## src/rtl/lzd_shift_ctrl.sv

```systemverilog
// Sequential leading-zero detector for the FP add/sub normalization shifter.
// It scans the captured significand MSB-first, CH bits per cycle, and stops
// at the first chunk that holds a one. It then reports the shift amount, the
// shift direction and a zero flag, together with a one-cycle done strobe.
// An adder carry-out bypasses the scan and requests a right shift by one.
module lzd_shift_ctrl #(
  parameter int SW = 26,
  parameter int EW = 8,
  parameter int CH = 4
) (
  input  logic          clk,
  input  logic          rst,
  input  logic          load_i,
  input  logic          Add_Overflow_i,
  input  logic [SW-1:0] Data_i,
  output logic          busy_o,
  output logic          done_o,
  output logic [EW-1:0] Shift_Value_o,
  output logic          FSM_left_right_o,
  output logic          zero_o
);

  localparam int NCH = (SW + CH - 1) / CH;
  localparam int KW  = (NCH > 1) ? $clog2(NCH) : 1;

  typedef enum logic [1:0] {IDLE, SCAN, DONE} state_t;

  state_t        state;
  state_t        state_nxt;
  logic [SW-1:0] data;
  logic [KW-1:0] k;
  logic [EW-1:0] count;

  logic [CH-1:0] chunk;
  logic          chunk_hit;
  logic          last_chunk;

  // The data register is shifted left by CH after each all-zero chunk, so the
  // chunk under test always sits in the top CH bits. The last chunk may be
  // narrower than CH; its missing low bits are zeros shifted in, which cannot
  // change either the hit test or the leading-zero count.
  assign chunk      = data[SW-1 -: CH];
  assign chunk_hit  = |chunk;
  assign last_chunk = (k == KW'(NCH - 1));

  // Number of leading zeros within one chunk, MSB first.
  function automatic logic [EW-1:0] chunk_lz(input logic [CH-1:0] c);
    logic [EW-1:0] n;
    logic          found;
    n     = '0;
    found = 1'b0;
    for (int i = CH - 1; i >= 0; i--) begin
      if (!found) begin
        if (c[i]) found = 1'b1;
        else      n     = n + EW'(1);
      end
    end
    return n;
  endfunction

  // State register.
  always_ff @(posedge clk or posedge rst) begin
    if (rst) state <= IDLE;
    else     state <= state_nxt;
  end

  // Next-state logic. DONE always lasts one cycle, and load_i is only
  // honoured in IDLE.
  always_comb begin
    state_nxt = state;
    case (state)
      IDLE: begin
        if (load_i) state_nxt = Add_Overflow_i ? DONE : SCAN;
      end
      SCAN: begin
        if (chunk_hit || last_chunk) state_nxt = DONE;
      end
      DONE:    state_nxt = IDLE;
      default: state_nxt = IDLE;
    endcase
  end

  // Scan datapath and registered results. Results hold until overwritten.
  always_ff @(posedge clk or posedge rst) begin
    if (rst) begin
      data             <= '0;
      k                <= '0;
      count            <= '0;
      Shift_Value_o    <= '0;
      FSM_left_right_o <= 1'b0;
      zero_o           <= 1'b0;
    end else begin
      case (state)
        IDLE: begin
          if (load_i) begin
            if (Add_Overflow_i) begin
              Shift_Value_o    <= EW'(1);
              FSM_left_right_o <= 1'b0;
              zero_o           <= 1'b0;
            end else begin
              data  <= Data_i;
              k     <= '0;
              count <= '0;
            end
          end
        end
        SCAN: begin
          if (chunk_hit) begin
            Shift_Value_o    <= count + chunk_lz(chunk);
            FSM_left_right_o <= 1'b1;
            zero_o           <= 1'b0;
          end else if (last_chunk) begin
            Shift_Value_o    <= '0;
            FSM_left_right_o <= 1'b1;
            zero_o           <= 1'b1;
          end else begin
            data  <= data << CH;
            k     <= k + KW'(1);
            count <= count + EW'(CH);
          end
        end
        default: ;
      endcase
    end
  end

  assign done_o = (state == DONE);
  assign busy_o = (state != IDLE);

endmodule
```

## config.mk

```make
export PLATFORM = sky130hd
export DESIGN_NAME = lzd_shift_ctrl
export DESIGN_NICKNAME = d
export VERILOG_FILES = /design/src/rtl/lzd_shift_ctrl.sv
export SDC_FILE = /design/constraint.sdc
export NUM_CORES = 1
export LEC_CHECK = 0
export ABC_AREA = 1
export BUFFER_PORTS_ARGS = -buffer_cell sky130_fd_sc_hd__buf_2
export CAP_MARGIN = 5
export CORE_MARGIN = 1
export CORE_UTILIZATION = 60
export DETAILED_ROUTE_END_ITERATION = 8
export GPL_ROUTABILITY_DRIVEN = 0
export HOLD_SLACK_MARGIN = 0.15
export PLACE_DENSITY = 0.88
export SETUP_SLACK_MARGIN = 0.1
export SYNTH_ARGS = -nofsm -noshare
export SYNTH_HDL_FRONTEND = slang
export SYNTH_SLANG_ARGS = --single-unit
export TNS_END_PERCENT = 20
```

## constraint.sdc

```tcl
create_clock -name clk -period 3.3 [get_ports clk]
set_clock_uncertainty 0.05 [all_clocks]
set_input_delay 0.165 -clock clk [delete_from_list [all_inputs] [get_ports clk]]
set_output_delay 0.165 -clock clk [all_outputs]
set_load 0.01 [all_outputs]
```

==> reports/metrics.yaml, run 1 <==
cellPowerDensity_nw_per_um2: 735
max-vdd-ir-drop_mv: 0.534
synthSimpleGateAreaFrac_pct: 36.7
setup.worst_path.start_class: "flip-flop"
synth_enable_flop_cells: 0
outcome: "completed"
globalRouteOverflowTotal: 0
final.setup.tns_ns: 0
worstPathRequired_ns: 3.50
die_area_um2: 4460
grtUsageTotal_pct: 30.6
post_cts.repair.setup_buffers: 0
drv_cap: 0
leakagePower_nw: 1.81
drt_pre_antenna_iters: 4
h-tree-depth: 2
detail-route-antenna-nets: 0
critPathArrivalTime_ns: 2.28
clk_path_buf_depth: 2
nets: 455
report.final.hold_viol_count: 0
timing.fmax_mhz: 480
layout_common_cells: "nand2_1, dfrtp_1, buf_2"
rr_worst_depth: 6
route.detailed.vias_per_inst: 5.12
synth-compound-area-share_pct: 4.38
root_buffer: "clkbuf_8"
stdcell_count: 469
port_buffer_count: 41
synth_top_cell_area_share_pct: 46.7
total_power_mw: 2.30
worst_hold_path_type: "in -> reg"
detailedRoute.firstIterationViolations: 176
netlist_top_cells_area: "dfrtp_1, nand2_1, inv_1"
drive_gt1_share_pct: 14.3
syn_area_per_cell_um2: 7.17
quantity_of_gates_resized_following_cts: 0
dp_cells: 433
synthMuxAreaShare_pct: 0
number_of_synthesized_register_bits: 47
r2r_slack_ns: 1.22
multi_input_comb_area_um2: 1160
vias: 2400
core_region_area_um2: 4000
number_of_antenna_violations_at_the_first_check_in_global_routing: 0
synth_xor_xnor_area_share_pct: 1.39
top_level_ports: 42
final_design_instance_area_without_fill_um2: 3130
yosys.area_share.adder_pct: 3.48
syn-instance-count: 351
final.fill_count: 273
insertedDiodeCount: 0
post_synth_instance_area_um2: 2520
cts_buffers: 5
timing.max_slew.rel_slack_pct: 60.3
dominantRegCellSynth: "dfrtp_1"
timing.setup.critical_path_class: "reg -> reg"
drc_errors: 0
utilization_pct: 78.3
setup_repair_after_global_routing_missed_its_margin: "false"
detail_route.wirelength_um: 5980
routedWlPerCell_um: 12.7
clk_pin_slew_ns: 0.09
async_flop_share_pct: 100
vias_in_the_first_global_route: 2308
start_util_pct: 62.9
slew_viol_final: 0
tritoncts: "yes"
dieWidth_um: 66.8
timing.final.crit_period_ns: 2.08
yosysWarnings: 0
area.sequential_um2: 1180
whs_path_depth: 3
proportion_of_synthesized_chip_area_in_sequential_cells_pct: 46.7
grt_max_degree: 48
timing.final.setup_violations: 0
dp_area_um2: 2740
worstHoldEndpoint: "state[0]$_DFFE_PP0P_"
die_height_um: 66.8
synth.distinct_cells: 23
main_combinational_cell_family_by_area_after_synthesis: "simple AND/OR/NAND/NOR gates"
rr_endpoint: "data[20]$_DFFE_PP0P_"
dp_hpwl_um: 3410
cts.sink_count: 47
clk-insertion-delay-late_ns: 0.30
placementRows: 23
cts.hold.buffers_added: 28
final_min_period_over_clock_period_pct: 63.1
synth.largest_area_cell: "dfrtp_1"
crit-reg2reg-launch: "state[1]$_DFFE_PP0P_"
grt_first_pass_wirelength_um: 9940
areaGrowthSynthToFinish_pct: 24.5
timing.critical_path.to_type: "flip-flop"
max_fanout_on_critical_path: 30
beginning_of_the_worst_hold_path: "load_i"
layout_commonest_cell: "nand2_1"
max_slew.worst_pin.slew_ns: 0.594
-- worst max-delay path, cell delays in order (launching register included) --
cell	delay, ns
dfrtp_1	0.44
nor2_4	0.51
nand4_1	0.25
o21ai_2	0.19
buf_4	0.35
nand2_1	0.13
nand2_1	0.08
-- Yosys cell counts (2+ instances only) --
cell type  number
o21bai_1        3
dfrtp_1        47
xor2_1          2
nand3_1        15
buf_2           9
o21ai_0         8
xnor2_1         2
a21oi_1         5
nor2_4          2
buf_4           4
ha_1            7
inv_1          26
nor2_1         16
inv_2           2
nand4_1         3
nand2_1       193
-- flip-flops by register name (all words and copies together), names as in the netlist --
register,cells
data,26
Shift_Value_o,8
count,6
k,3
state,2
FSM_left_right_o,1
zero_o,1
-- final cells by class --
class	count	area share, %
clock buffers	6	2.64
clock inverters	2	1.12
inverters	28	3.35
multi-input cells	264	37.1
flip-flops and latches	47	37.5
well taps	50	2.00
repair buffers	72	16.2
-- logic make-up (layout without fill, tap and decap cells) --
kind of cell               Yosys count  after routing
buffers and inverters               41            108
AOI/OAI and AO/OA                   19             19
and+or+nand+nor                    232            232
DFF                                 47             47
xor gates and xnor gates             4              4
adders and majority gates            7              7
other                                1              2
-- through the flow --
stage | hold WS (ns) | setup slack, ns
after detailed placement | 0.297 | 1.32
after global placement | 0.292 | 1.41
final | 0.207 | 1.22
after global routing | 0.223 | 1.07
after CTS | 0.172 | 1.30
after floorplan | 0.236 | 1.72
-- worst max-delay path by stage --
stage | startpoint | end | slack, ns | cells past startpoint
6_report | state[1]$_DFFE_PP0P_ | data[20]$_DFFE_PP0P_ | 1.22 | 6
3_5_place_dp | state[1]$_DFFE_PP0P_ | data[3]$_DFFE_PP0P_ | 1.32 | 5
3_3_place_gp | state[1]$_DFFE_PP0P_ | data[3]$_DFFE_PP0P_ | 1.41 | 5
5_1_grt | state[1]$_DFFE_PP0P_ | data[9]$_DFFE_PP0P_ | 1.07 | 6
4_1_cts | state[1]$_DFFE_PP0P_ | data[16]$_DFFE_PP0P_ | 1.30 | 6
2_1_floorplan | data[23]$_DFFE_PP0P_ | Shift_Value_o[6]$_DFFE_PP0P_ | 1.72 | 14
-- layer usage --
metal,track usage (%),vias to the layer above,part of all wire [%]
met5,0,-,0
met4,14.1,0,2.9
met3,6.34,19,4.0
met2,52.8,73,52
met1,36.3,1115,41
li1,-,1193,-
-- report_power, final --
part	internal, mW	switching (mW)	total (mW)	leakage (nW)
Combinational	0.329	0.635	0.964	1.14
Clock	0.245	0.194	0.439	0.0612
Sequential	0.770	0.129	0.899	0.613
Power figures use the tool's default switching activity.
==> inputs of run 2 (changes only) <==
--- a/config.mk
+++ b/config.mk
@@ -9,11 +9,11 @@
 export BUFFER_PORTS_ARGS = -buffer_cell sky130_fd_sc_hd__buf_2
 export CAP_MARGIN = 5
 export CORE_MARGIN = 1
-export CORE_UTILIZATION = 60
+export CORE_UTILIZATION = 56
 export DETAILED_ROUTE_END_ITERATION = 8
 export GPL_ROUTABILITY_DRIVEN = 0
 export HOLD_SLACK_MARGIN = 0.15
-export PLACE_DENSITY = 0.88
+export PLACE_DENSITY = 0.83
 export SETUP_SLACK_MARGIN = 0.1
 export SYNTH_ARGS = -nofsm -noshare
 export SYNTH_HDL_FRONTEND = slang
==> constraint.sdc (replaced) <==
create_clock -name clk -period 2 [get_ports clk]
set_clock_uncertainty 0.05 [all_clocks]
set_input_delay 0.1 -clock clk [delete_from_list [all_inputs] [get_ports clk]]
set_output_delay 0.1 -clock clk [all_outputs]
set_load 0.01 [all_outputs]
==> run 2 against run 1 <==
Net effect: sequential power grew 66%; via count shrank 1.5%; worst hold slack gained 0.0050 ns; final area grew 0.80%.
==> reports/metrics.yaml, run 2 (synthesized netlist as in run 1, its figures left out) <==
worstPathRequired_ns: 2.20  # -1.30 ns
drive_gt1_share_pct: 16.0  # +1.7 points
layout_commonest_cell: "nand2_1"
grt_first_pass_wirelength_um: 9600  # -3.4%
pwr-share-seq_pct: 39.2  # about the same
insertedDiodeCount: 0  # unchanged
post_cts.repair.setup_buffers: 0  # unchanged
setup.worst_path.start_class: "flip-flop"
root_buffer: "clkbuf_8"
slew_viol_final: 0  # unchanged
top_layer_used: "met4"
multi_input_comb_area_um2: 1180  # +1.1%
routed-wl-met3_um: 183  # -23%
vias_in_the_first_global_route: 2288  # -0.87%
layout_top_registers: "data: 26 flops, Shift_Value_o: 8 flops, count: 6 flops"
clk_path_buf_depth: 2  # unchanged
vias: 2364  # -1.5%
timing.final.setup_violations: 0  # unchanged
h-tree-depth: 2  # unchanged
report.final.hold_viol_count: 0  # unchanged
max_slew.worst_pin.slew_ns: 0.760  # +0.166 ns
placement.setup.worst_slack_ns: 0.267  # -1.05 ns
max-vdd-ir-drop_mv: 0.715  # +34%
final.setup.tns_ns: 0  # unchanged
cts_buffers: 5  # unchanged
number_of_antenna_violations_at_the_first_check_in_global_routing: 0  # unchanged
cellPowerDensity_nw_per_um2: 1200  # +63%
die_height_um: 69.0  # +3.4%
max_fanout_on_critical_path: 3  # -90%
dieWidth_um: 69.0  # +3.4%
drt_pre_antenna_iters: 4  # unchanged
grt_max_degree: 36  # -25%
routedLengthMet1_um: 2340  # -3.9%
cts.sink_count: 47  # unchanged
port_buffer_count: 41  # unchanged
dp_hpwl_um: 3450  # +1.2%
timing.final.crit_period_ns: 1.74  # -0.339 ns
detail-route-antenna-nets: 0  # unchanged
nets: 455  # unchanged
grtUsageTotal_pct: 24.9  # -5.8 points
route.detailed.vias_per_inst: 5.02  # -1.9%
outcome: "completed"
timing.setup.critical_path_class: "reg -> reg"
worst_hold_path_type: "in -> reg"
p_int_mw: 2.24  # +66%
final.setup.worst_slack_ns: 0.256  # -0.961 ns
clk_pin_slew_ns: 0.09  # about the same
die_area_um2: 4770  # +6.9%
p_switching_mw: 1.55  # +62%
layout_common_cells: "nand2_1, dfrtp_1, buf_2"
swShare_pct: 40.9  # -0.68 points
critPathArrivalTime_ns: 1.94  # -0.34 ns
globalRouteOverflowTotal: 0  # unchanged
top_level_ports: 42  # unchanged
placementRows: 24  # +4.3%
final.fill_count: 326  # +19%
area.sequential_um2: 1180  # unchanged
detailedRoute.firstIterationViolations: 123  # -30%
wl_met2_um: 2880  # -8.1%
timing.fmax_mhz: 573  # +19%
timing.max_slew.rel_slack_pct: 49.0  # -11 points
leakagePower_nw: 1.82  # +0.16%
core_region_area_um2: 4320  # +8.1%
drc_errors: 0  # unchanged
drv_cap: 0  # unchanged
power.combinational.fraction_pct: 41.6  # -0.3 points
max_reg_flops: 26  # unchanged
tritoncts: "yes"
utilization_pct: 73.0  # -5.3 points
final_min_period_over_clock_period_pct: 87.2  # +24 points
clk-insertion-delay-late_ns: 0.30  # about the same
setup_repair_after_global_routing_missed_its_margin: "false"
register_name_with_the_most_flops: "data"
detail_route.wirelength_um: 5490  # -8.1%
start_util_pct: 58.2  # -4.7 points
clock_power_share_pct: 19.1  # about the same
timing.critical_path.to_type: "flip-flop"
routedWlPerCell_um: 11.7  # -8.5%
areaGrowthSynthToFinish_pct: 25.5
[run 2: cell count changes in the layout (fill, tap and decap cells not counted)]
| cell | before | now |
|---|---|---|
| dlygate4sd3_1 | 28 | 27 |
| ha_2 | 0 | 2 |
| ha_1 | 7 | 5 |
| nand2_1 | 193 | 191 |
| inv_1 | 25 | 24 |
| buf_12 | 0 | 1 |
| nor2_2 | 0 | 1 |
| nor2_1 | 16 | 15 |
| inv_2 | 2 | 3 |
| nand2_2 | 1 | 3 |
[run 2: worst max-delay path, cell delays in order (launching register included)]
cell and delay [ns]:
dfrtp_1 0.40, inv_1 0.07, nor2_1 0.04, nor2_2 0.14
ha_2 0.17, inv_1 0.03, nor2_1 0.08, ha_2 0.19
nand2_2 0.06, nand2_2 0.08, nand2_1 0.08, o21bai_1 0.13
nand3_1 0.08, nand2_1 0.08
[run 2: path summary, 6_finish.rpt]
kind                                              start                           end  slack (ns)  depth (start not counted)
max in group asynchronous                           rst          count[5]$_DFFE_PP0P_        1.03                          4
setup reg to reg                   data[23]$_DFFE_PP0P_  Shift_Value_o[7]$_DFFE_PP0P_        0.26                         13
hold / removal                           Add_Overflow_i            zero_o$_DFFE_PP0P_        0.21                          5
hold reg to reg            FSM_left_right_o$_DFFE_PP0P_  FSM_left_right_o$_DFFE_PP0P_        0.42                          2
setup / recovery                   data[23]$_DFFE_PP0P_  Shift_Value_o[7]$_DFFE_PP0P_        0.26                         13
min in group asynchronous                           rst           data[3]$_DFFE_PP0P_        0.33                          3
[run 2: layout make-up]
class / count / area share, %
clock inverters: 2 / 1.11
multi-input cells: 264 / 37.2
flip-flops and latches: 47 / 37.2
well taps: 52 / 2.06
repair buffers: 72 / 16.4
clock buffers: 6 / 2.61
inverters: 28 / 3.33
[run 2: power groups by stage]
stage	Clock (mW)	Combinational (mW)	Sequential, mW
6_report	0.724	1.58	1.49
5_1_grt	0.771	1.82	1.53
4_1_cts	0.739	1.56	1.48
3_5_place_dp	0	1.51	1.49
3_3_place_gp	0	1.47	1.47
2_1_floorplan	0	1.17	1.47
[run 2: what timing repair did]
| item | 4_1_cts | 5_1_grt |
|---|---|---|
| hold buffers | 27 | 0 |
| setup endpoints to repair | 0 | 4 |
| gates resized for setup | 0 | 6 |
| endpoints found under the hold margin | 44 | 0 |
[run 2: stage by stage]
stage                     power [mW]  instances  hold WS (ns)  area (µm²)
after floorplan                 2.64        352         0.171        2520
after global placement          2.94        436         0.106        2760
after detailed placement        3.00        436         0.110        2760
after CTS                       3.78        471         0.208        3150
after global routing            4.12        471         0.239        3160
final                           3.79        471         0.212        3160
[run 2: per-layer routing]
layer,global-route usage (%),vias up
li1,-,1197
met2,44.6,49
met3,4.68,8
met5,0,-
met1,28.6,1110
met4,11.1,0
